==> config.mk <==
export PLATFORM = sky130hd
export DESIGN_NAME = spdif_tx
export DESIGN_NICKNAME = d
export VERILOG_FILES = /design/src/rtl/spdif_pkg.sv /design/src/rtl/spdif_tx_bmc_serializer.sv /design/src/rtl/spdif_tx.sv
export SDC_FILE = /design/constraint.sdc
export NUM_CORES = 1
export LEC_CHECK = 0
export BUFFER_PORTS_ARGS = -buffer_cell sky130_fd_sc_hd__buf_2
export CORE_ASPECT_RATIO = 0.9
export CORE_UTILIZATION = 49
export DETAILED_ROUTE_END_ITERATION = 12
export PLACE_DENSITY = 0.77
export SLEW_MARGIN = 30
export SYNTH_ARGS = -nofsm -noshare
export SYNTH_HDL_FRONTEND = slang
export SYNTH_SLANG_ARGS = --single-unit
==> constraint.sdc <==
create_clock -name clk -period 3.65 [get_ports clk]
set_input_delay 0.9125 -clock clk [delete_from_list [all_inputs] [get_ports clk]]
set_output_delay 0.9125 -clock clk [all_outputs]
set_load 0.005 [all_outputs]
==> src/rtl/spdif_pkg.sv <==
// Shared S/PDIF framing constants and helpers (also used by spdif_dai).
package spdif_pkg;

    localparam logic [7:0] SYNCCODE_B = 8'b00010111;
    localparam logic [7:0] SYNCCODE_M = 8'b00011101;
    localparam logic [7:0] SYNCCODE_W = 8'b00011011;

    localparam int unsigned SUBFRAME_SLOTS   = 32;
    localparam int unsigned FRAMES_PER_BLOCK = 192;

    localparam int unsigned SLOT_AUDIO_FIRST = 4;
    localparam int unsigned SLOT_V           = 28;
    localparam int unsigned SLOT_U           = 29;
    localparam int unsigned SLOT_C           = 30;
    localparam int unsigned SLOT_P           = 31;

    typedef enum logic [1:0] {
        PreB,
        PreM,
        PreW
    } preamble_e;

    // Sync code in its "line level was 1" form.
    function automatic logic [7:0] preamble_code(input preamble_e kind);
        logic [7:0] code;
        case (kind)
            PreB:    code = SYNCCODE_B;
            PreM:    code = SYNCCODE_M;
            PreW:    code = SYNCCODE_W;
            default: code = SYNCCODE_M;
        endcase
        return code;
    endfunction

endpackage

==> src/rtl/spdif_tx_bmc_serializer.sv <==
// Halfbit timer and biphase-mark line register.
// Emits one subbit per tick; the caller supplies what the next subbit should encode.
module spdif_tx_bmc_serializer #(
    parameter int unsigned MAX_CLK_PER_HALFBIT_LOG2 = 5
) (
    input  logic                                clk,
    input  logic                                rst_n,
    input  logic [MAX_CLK_PER_HALFBIT_LOG2-1:0] clk_per_halfbit,
    input  logic                                is_preamble_i,
    input  logic [7:0]                          preamble_code_i,
    input  logic [2:0]                          preamble_idx_i,
    input  logic                                second_half_i,
    input  logic                                data_bit_i,
    output logic                                signal_o,
    output logic                                tick_o
);

    logic [MAX_CLK_PER_HALFBIT_LOG2-1:0] r_cnt;
    logic [MAX_CLK_PER_HALFBIT_LOG2-1:0] r_period;
    logic                                r_signal;
    logic                                r_pre_inv;

    logic w_tick;
    logic w_inv;
    logic w_next;

    // Period is latched at each tick, so a mid-subbit change never shortens the subbit.
    assign w_tick = (r_cnt == r_period);

    // Next subbit: preamble code (polarity fixed by level at preamble start) or BMC data half.
    always_comb begin
        w_inv  = r_pre_inv;
        w_next = r_signal;
        if (preamble_idx_i == 3'd0) begin
            w_inv = ~r_signal;
        end
        if (is_preamble_i) begin
            w_next = preamble_code_i[3'd7 - preamble_idx_i] ^ w_inv;
        end else if (!second_half_i) begin
            w_next = ~r_signal;
        end else begin
            w_next = data_bit_i ? ~r_signal : r_signal;
        end
    end

    // Timer, line level and preamble polarity.
    always_ff @(posedge clk) begin
        if (!rst_n) begin
            r_cnt     <= '0;
            r_period  <= '0;
            r_signal  <= 1'b0;
            r_pre_inv <= 1'b0;
        end else if (w_tick) begin
            r_cnt    <= '0;
            r_period <= clk_per_halfbit;
            r_signal <= w_next;
            if (is_preamble_i && (preamble_idx_i == 3'd0)) begin
                r_pre_inv <= w_inv;
            end
        end else begin
            r_cnt <= r_cnt + 1'b1;
        end
    end

    assign signal_o = r_signal;
    assign tick_o   = w_tick;

endmodule

==> src/rtl/spdif_tx.sv <==
// S/PDIF consumer transmitter: frames stereo 24-bit PCM with V/U/C/P bits into
// 192-frame blocks and hands each subbit to the BMC serializer.
module spdif_tx
    import spdif_pkg::*;
#(
    parameter int unsigned MAX_CLK_PER_HALFBIT_LOG2 = 5
) (
    input  logic                                clk,
    input  logic                                rst_n,
    input  logic [MAX_CLK_PER_HALFBIT_LOG2-1:0] clk_per_halfbit,
    input  logic [23:0]                         data_l_i,
    input  logic [23:0]                         data_r_i,
    input  logic                                valid_i,
    output logic                                pop_o,
    input  logic [191:0]                        udata_i,
    input  logic [191:0]                        cdata_i,
    output logic                                signal_o,
    output logic                                lrck_o,
    output logic                                underrun_o
);

    localparam logic [5:0] LastSubbit = 6'(2 * SUBFRAME_SLOTS - 1);
    localparam logic [7:0] LastFrame  = 8'(FRAMES_PER_BLOCK - 1);

    // r_sub is the index of the subbit loaded at the next tick.
    logic [5:0]   r_sub;
    logic         r_right;
    logic [7:0]   r_frame;
    logic         r_lrck;
    logic [23:0]  r_l;
    logic [23:0]  r_r;
    logic         r_v;
    logic [191:0] r_ushadow;
    logic [191:0] r_cshadow;

    logic         w_tick;
    logic         w_left_start;
    logic         w_block_start;
    logic [4:0]   w_slot;
    logic [4:0]   w_audio_idx;
    logic [7:0]   w_blk_idx;
    logic [23:0]  w_sample;
    logic         w_u;
    logic         w_c;
    logic         w_parity;
    logic         w_data_bit;
    logic         w_is_preamble;
    logic [7:0]   w_code;

    assign w_slot        = r_sub[5:1];
    assign w_is_preamble = (r_sub[5:3] == 3'd0);
    assign w_left_start  = w_tick & (r_sub == 6'd0) & ~r_right;
    assign w_block_start = w_left_start & (r_frame == 8'd0);

    assign w_sample  = r_right ? r_r : r_l;
    assign w_blk_idx = LastFrame - r_frame;
    assign w_u       = r_ushadow[w_blk_idx];
    assign w_c       = r_cshadow[w_blk_idx];
    // Even parity over audio+V+U+C keeps the subframe end level equal to its start level.
    assign w_parity  = ^{w_sample, r_v, w_u, w_c};
    assign w_code    = preamble_code(r_right ? PreW : ((r_frame == 8'd0) ? PreB : PreM));

    // Select the bit carried by the current data slot.
    always_comb begin
        w_data_bit  = 1'b0;
        w_audio_idx = w_slot - 5'(SLOT_AUDIO_FIRST);
        case (w_slot)
            5'(SLOT_V): w_data_bit = r_v;
            5'(SLOT_U): w_data_bit = w_u;
            5'(SLOT_C): w_data_bit = w_c;
            5'(SLOT_P): w_data_bit = w_parity;
            default: begin
                if (w_slot >= 5'(SLOT_AUDIO_FIRST)) begin
                    w_data_bit = w_sample[w_audio_idx];
                end
            end
        endcase
    end

    spdif_tx_bmc_serializer #(
        .MAX_CLK_PER_HALFBIT_LOG2(MAX_CLK_PER_HALFBIT_LOG2)
    ) u_bmc (
        .clk             (clk),
        .rst_n           (rst_n),
        .clk_per_halfbit (clk_per_halfbit),
        .is_preamble_i   (w_is_preamble),
        .preamble_code_i (w_code),
        .preamble_idx_i  (r_sub[2:0]),
        .second_half_i   (r_sub[0]),
        .data_bit_i      (w_data_bit),
        .signal_o        (signal_o),
        .tick_o          (w_tick)
    );

    // Subbit/subframe/frame counters, sample capture and block shadow registers.
    always_ff @(posedge clk) begin
        if (!rst_n) begin
            r_sub     <= '0;
            r_right   <= 1'b0;
            r_frame   <= '0;
            r_lrck    <= 1'b0;
            r_l       <= '0;
            r_r       <= '0;
            r_v       <= 1'b0;
            r_ushadow <= '0;
            r_cshadow <= '0;
        end else if (w_tick) begin
            r_sub <= r_sub + 1'b1;
            if (r_sub == LastSubbit) begin
                r_right <= ~r_right;
                if (r_right) begin
                    r_frame <= (r_frame == LastFrame) ? 8'd0 : r_frame + 1'b1;
                end
            end
            if (r_sub == 6'd0) begin
                r_lrck <= r_right;
            end
            if (w_left_start) begin
                // Underrun sends silence flagged invalid in both subframes.
                r_l <= valid_i ? data_l_i : 24'd0;
                r_r <= valid_i ? data_r_i : 24'd0;
                r_v <= ~valid_i;
            end
            if (w_block_start) begin
                r_ushadow <= udata_i;
                r_cshadow <= cdata_i;
            end
        end
    end

    // Handshake strobes are combinational so upstream can dequeue on this same edge.
    assign pop_o      = rst_n & w_left_start & valid_i;
    assign underrun_o = rst_n & w_left_start & ~valid_i;
    assign lrck_o     = r_lrck;

endmodule

# Word-level counts from Yosys, hierarchy flattened
# Index checks and enable logic that the tools add are counted.
# W data, S select, Z words.
# op_classes
n_shift,0
mul,0
n_reduce_logical,15
bitwise_logic,11
n_mux,21
n_eq_ne,9
n_lt_le_gt_ge,4
n_addsub,6
div,0
# ops
operator,n
$mux W24,3
$reduce_xor A27 Y1,1
$eq A5 B5 Y1 const B,4
$bmux W1 S8,2
$reduce_and A2 Y1,6
$mux W1,10
$lt A8 B9 Y1 const B,1
$add A8 B1 Y8 const B,1
$eq A8 B8 Y1 const B,1
$logic_not A8 Y1,1
$mux W8,1
$pmux W4 S2,1
$sub A8 B8 Y8 const A,1
$add A6 B1 Y6 const B,1
$and A1 B1 Y1,6
$eq A6 B6 Y1 const B,1
$logic_not A3 Y1,2
$logic_not A6 Y1,1
$lt A5 B6 Y1 const B,1
$add A5 B1 Y5 const B,1
$bmux W1 S5,1
$eq A5 B5 Y1,1
$ge A5 B3 Y1 const B,1
$sub A5 B3 Y5 const B,1
other kinds (13),16
# word_totals
output_inout_bits,4
elab_cells,79
latch_bits,0
mem_count,0
inputBits,440
register_bits,461
romBits,0
ramBits,0

# Depth between registers and ports, before layout
# logic_depth
word_depth,9
ltp_mapped,14

# Hierarchy
# Synthesis repeated with hierarchy kept, for this count alone.
# unflattened
cells_unflattened,2344
hier_area_um2,21480.6
# modules_own_cells
mod,area_per_inst_um2,cells_per_inst,seq_area_each_um2,instances
spdif_tx,20789.9,2264,8988.6,1
spdif_tx_bmc_serializer,690.7,80,240.2,1

# Least setup slack after synthesis
# No wires, ideal clock.
# synth_timing
path_type,reg-to-output
startpoint,reg r_sub[1]
endpoint,out pop_o
setup_slack_ns,0.599
arrival_ns,2.138
required_ns,2.738
path_stages_with_launch,11
cell_sequence,dfxtp_1 -> buf_2 -> inv_1 -> ha_1 -> and3_1 -> and4_1 -> and2_1 -> buf_2 -> and3_1 -> clkbuf_1 -> buf_2
# synth_between
elab_chain_len,5
# synth_lines
item,line,source
"start, declared",spdif_tx.sv:26,logic [5:0] r_sub;
"start signal, assigned",spdif_tx.sv:108,r_sub <= r_sub + 1'b1;
$logic_not A6 Y1,spdif_tx.sv:52,assign w_left_start = w_tick & (r_sub == 6'd0) & ~r_right;
$and A1 B1 Y1 (2 in a row),spdif_tx.sv:52,
$and A1 B1 Y1 (2 in a row),spdif_tx.sv:132,assign pop_o = rst_n & w_left_start & valid_i;
"end, declared",spdif_tx.sv:14,"output logic pop_o,"
# No other way between the ends.

# Final worst setup path
# layout_timing
startpoint,reg u_bmc.r_cnt[0]
endpoint,out underrun_o
# layout_between
elab_chain_len,5
# layout_lines
item,line,source
"start, declared",spdif_tx_bmc_serializer.sv:18,logic [MAX_CLK_PER_HALFBIT_LOG2-1:0] r_cnt;
"start signal, assigned",spdif_tx_bmc_serializer.sv:61,r_cnt <= r_cnt + 1'b1;
$eq A5 B5 Y1,spdif_tx_bmc_serializer.sv:28,assign w_tick = (r_cnt == r_period);
$and A1 B1 Y1 (2 in a row),spdif_tx.sv:52,
$and A1 B1 Y1 (2 in a row),spdif_tx.sv:133,assign underrun_o = rst_n & w_left_start & ~valid_i;
"end, declared",spdif_tx.sv:19,output logic underrun_o
# No other way between the ends.

==> reports/metrics.cfg <==
[outcome]
status=completed

[sta]
fmax_mhz=282
finalClockSkew_ns=0.0257
max_slew_margin=0.443
fin_crit_sh=0.972
tns_ns=0
setup_viol=0
timing.hold.ws_ns=0.450
fin_crit_ns=3.55
worstMarginPinSlew_ns=0.836
hold_violations=0
rsz0062_at_grt=no
slew_violations=0

[flow_run]
max_cap_viol_count=0

[synthesis]
syn-instance-count=2370
synth_flop_cell=dfxtp_1
synth_warnings=0
synthMostInstantiatedCell=nand2_1
synth_edf_count=0
ys_seq_area_frac=0.454
yosys.area.top_type_share=0.454
synth_area_um2=20300
ys_seq_elements=461
synthArstFlopShare=0
yosys-top-cells-count=nand2_1, dfxtp_1, a21oi_1
synthDistinctLibCells=62
syn-num-nets=2821
synth_top_cell_by_area=dfxtp_1
synth_area_leaders=dfxtp_1, nand2_1, a21oi_1
synth_area_per_cell_um2=8.57

[clocking]
cts_resized=0
cts.clk_slew.worst_paths_ns=0.06
clock-sinks=461
post_cts_buffers=0
clockBufferDepth=3
cts_buffers=47
cts_root_buf=clkbuf_16
cts_tree=done
htree_levels=2
clk_latency_ns=0.60
hold_buffers=0

[global_routing]
met3_usage=0.0509
use_met1=0.388
antenna_found_initial=8
grt_max_degree=229
grt-ovfl-total=0
grt_first_pass_wirelength_mm=96.2
busiest_layer=met2
track_usage=0.290
grt_pass1_vias=18000
grtUsageMet2=0.461

[placement]
dp_cells=3223
gp_congestion=0.930
portBuffers=443
place_area_um2=22900
hpwl_mm=45.0

[setup_path]
cp_data_required_time_ns=2.74
arrival_ns=2.63
start_kind=register
critPathCaptureType=output port
crit-reg2reg-launch=r_frame[0]$_SDFFE_PN0P_
cp_max_fo=4
r2r_end=u_bmc.signal_o$_SDFFE_PN0P_
crit_type=register to output port
r2r.worst_path.cells=9
worst-r2r-setup-slack_ns=0.34

[floorplan]
fp.dieW_um=217
die_y_um=195
initial_core_util=0.499
dieArea_um2=42300
core_area_um2=40700
io_pins=444
rows=70

[routing]
wirelength_mm=62.3
drt_iter0_drc=1743
dr_total_vias=18500
wl_per_cell_um=18.8
first_pass_iters=5
ant_nets=0
route.detailed.drc=0
viasPerCell=5.58

[cells_and_area]
fin_area_um2=24500
stdcell_count=3315
syn_to_final_growth_pct=20.5
drive_gt1_frac=0.246
fin_nets=3184

[min_path]
hold_end=r_ushadow[48]$_SDFFE_PN0P_
hold_class=register to register
hold_depth=2
hold_start=r_ushadow[48]$_SDFFE_PN0P_

[power_and_ir_drop]
power.density_nw_per_um2=1080
total_power_w=0.0263
leakagePower_nw=9.62
ir_drop_mv=0.887

[stage by stage]
| step | utilization | setup slack, ns |
|---|---|---|
| 2_1_floorplan | - | 0.599 |
| 3_3_place_gp | 0.563 | 0.349 |
| 3_5_place_dp | 0.563 | 0.288 |
| 4_1_cts | 0.600 | 0.0956 |
| 5_1_grt | 0.601 | 0.0113 |
| 6_report | 0.601 | 0.103 |
[critical path, cell delays in order (launching register included)]
cell	delay [ns]
dfxtp_1	0.40
xnor2_1	0.14
nand3_1	0.10
nor3_2	0.26
and3_1	0.22
and4_1	0.26
nand2_1	0.19
nor3_1	0.30
buf_2	0.18
[layout make-up]
cell class / instances / area (um^2)
clock inverters: 15 / 105
fillers: 3548 / 16200
repair buffers: 503 / 2890
inverters: 16 / 67.6
clock buffers: 69 / 1400
diodes: 7 / 17.5
multi-input cells: 1704 / 10100
flip-flops and latches: 461 / 9240
well taps: 540 / 676
[per-layer routing]
metal	wire, um	share of wire	up-vias
met4	2200	0.035	2
met1	26500	0.43	8794
li1	-	-	8804
met2	28900	0.46	763
met5	12	0.00019	-
met3	4660	0.075	135
[power breakdown]
part / internal [W] / leakage [nW] / switching [W]
clock: 0.00267 / 0.739 / 0.00205
combinational: 0.00474 / 5.11 / 0.00773
sequential: 0.00760 / 3.77 / 0.00153
[worst max-delay path by stage]
stage | start | endpoint | slack, ns | cells past startpoint
after floorplan | r_sub[1]$_SDFFE_PN0P_ | pop_o | 0.60 | 10
after global placement | r_frame[0]$_SDFFE_PN0P_ | u_bmc.signal_o$_SDFFE_PN0P_ | 0.35 | 10
after detailed placement | r_frame[0]$_SDFFE_PN0P_ | u_bmc.signal_o$_SDFFE_PN0P_ | 0.29 | 9
after CTS | u_bmc.r_cnt[0]$_SDFF_PP0_ | underrun_o | 0.1 | 8
after global routing | u_bmc.r_cnt[0]$_SDFF_PP0_ | underrun_o | 0.01 | 8
final | u_bmc.r_cnt[0]$_SDFF_PP0_ | underrun_o | 0.10 | 8
[cell families after synthesis]
kind of cell               share of synthesized area
buffers and inverters                         0.0497
DFF                                            0.454
muxes                                          0.132
and+or+nand+nor                                0.188
AOI/OAI and AO/OA                              0.143
adders and majority gates                    0.00678
xor gates and xnor gates                      0.0265
[layout by cell type, fill, tap and decap left out, types with 11 or more instances in the layout]
cell	Yosys	final
nand2_1	840	840
dfxtp_1	461	456
buf_2	94	443
a21oi_1	419	419
mux4_2	81	81
mux2i_1	52	52
clkbuf_16	0	49
buf_4	7	43
nand3_1	40	40
nor2_1	41	38
xnor2_1	30	30
xor2_1	27	27
a22o_1	25	25
buf_12	2	16
nor3_1	14	14
mux4_1	13	13
inv_1	11	11
o21ai_0	11	11
o22ai_1	11	11
ha_1	11	11
[sequential cells by signal (all words and copies together) (netlist names)]
name and flops:
r_cshadow 192, r_ushadow 192, r_l 24, r_r 24, r_frame 8, r_sub 6
u_bmc.r_cnt 5, u_bmc.r_period 5, lrck_o 1, r_right 1, r_v 1, u_bmc.r_pre_inv 1
u_bmc.signal_o 1
(Power assumes the default switching activity.)
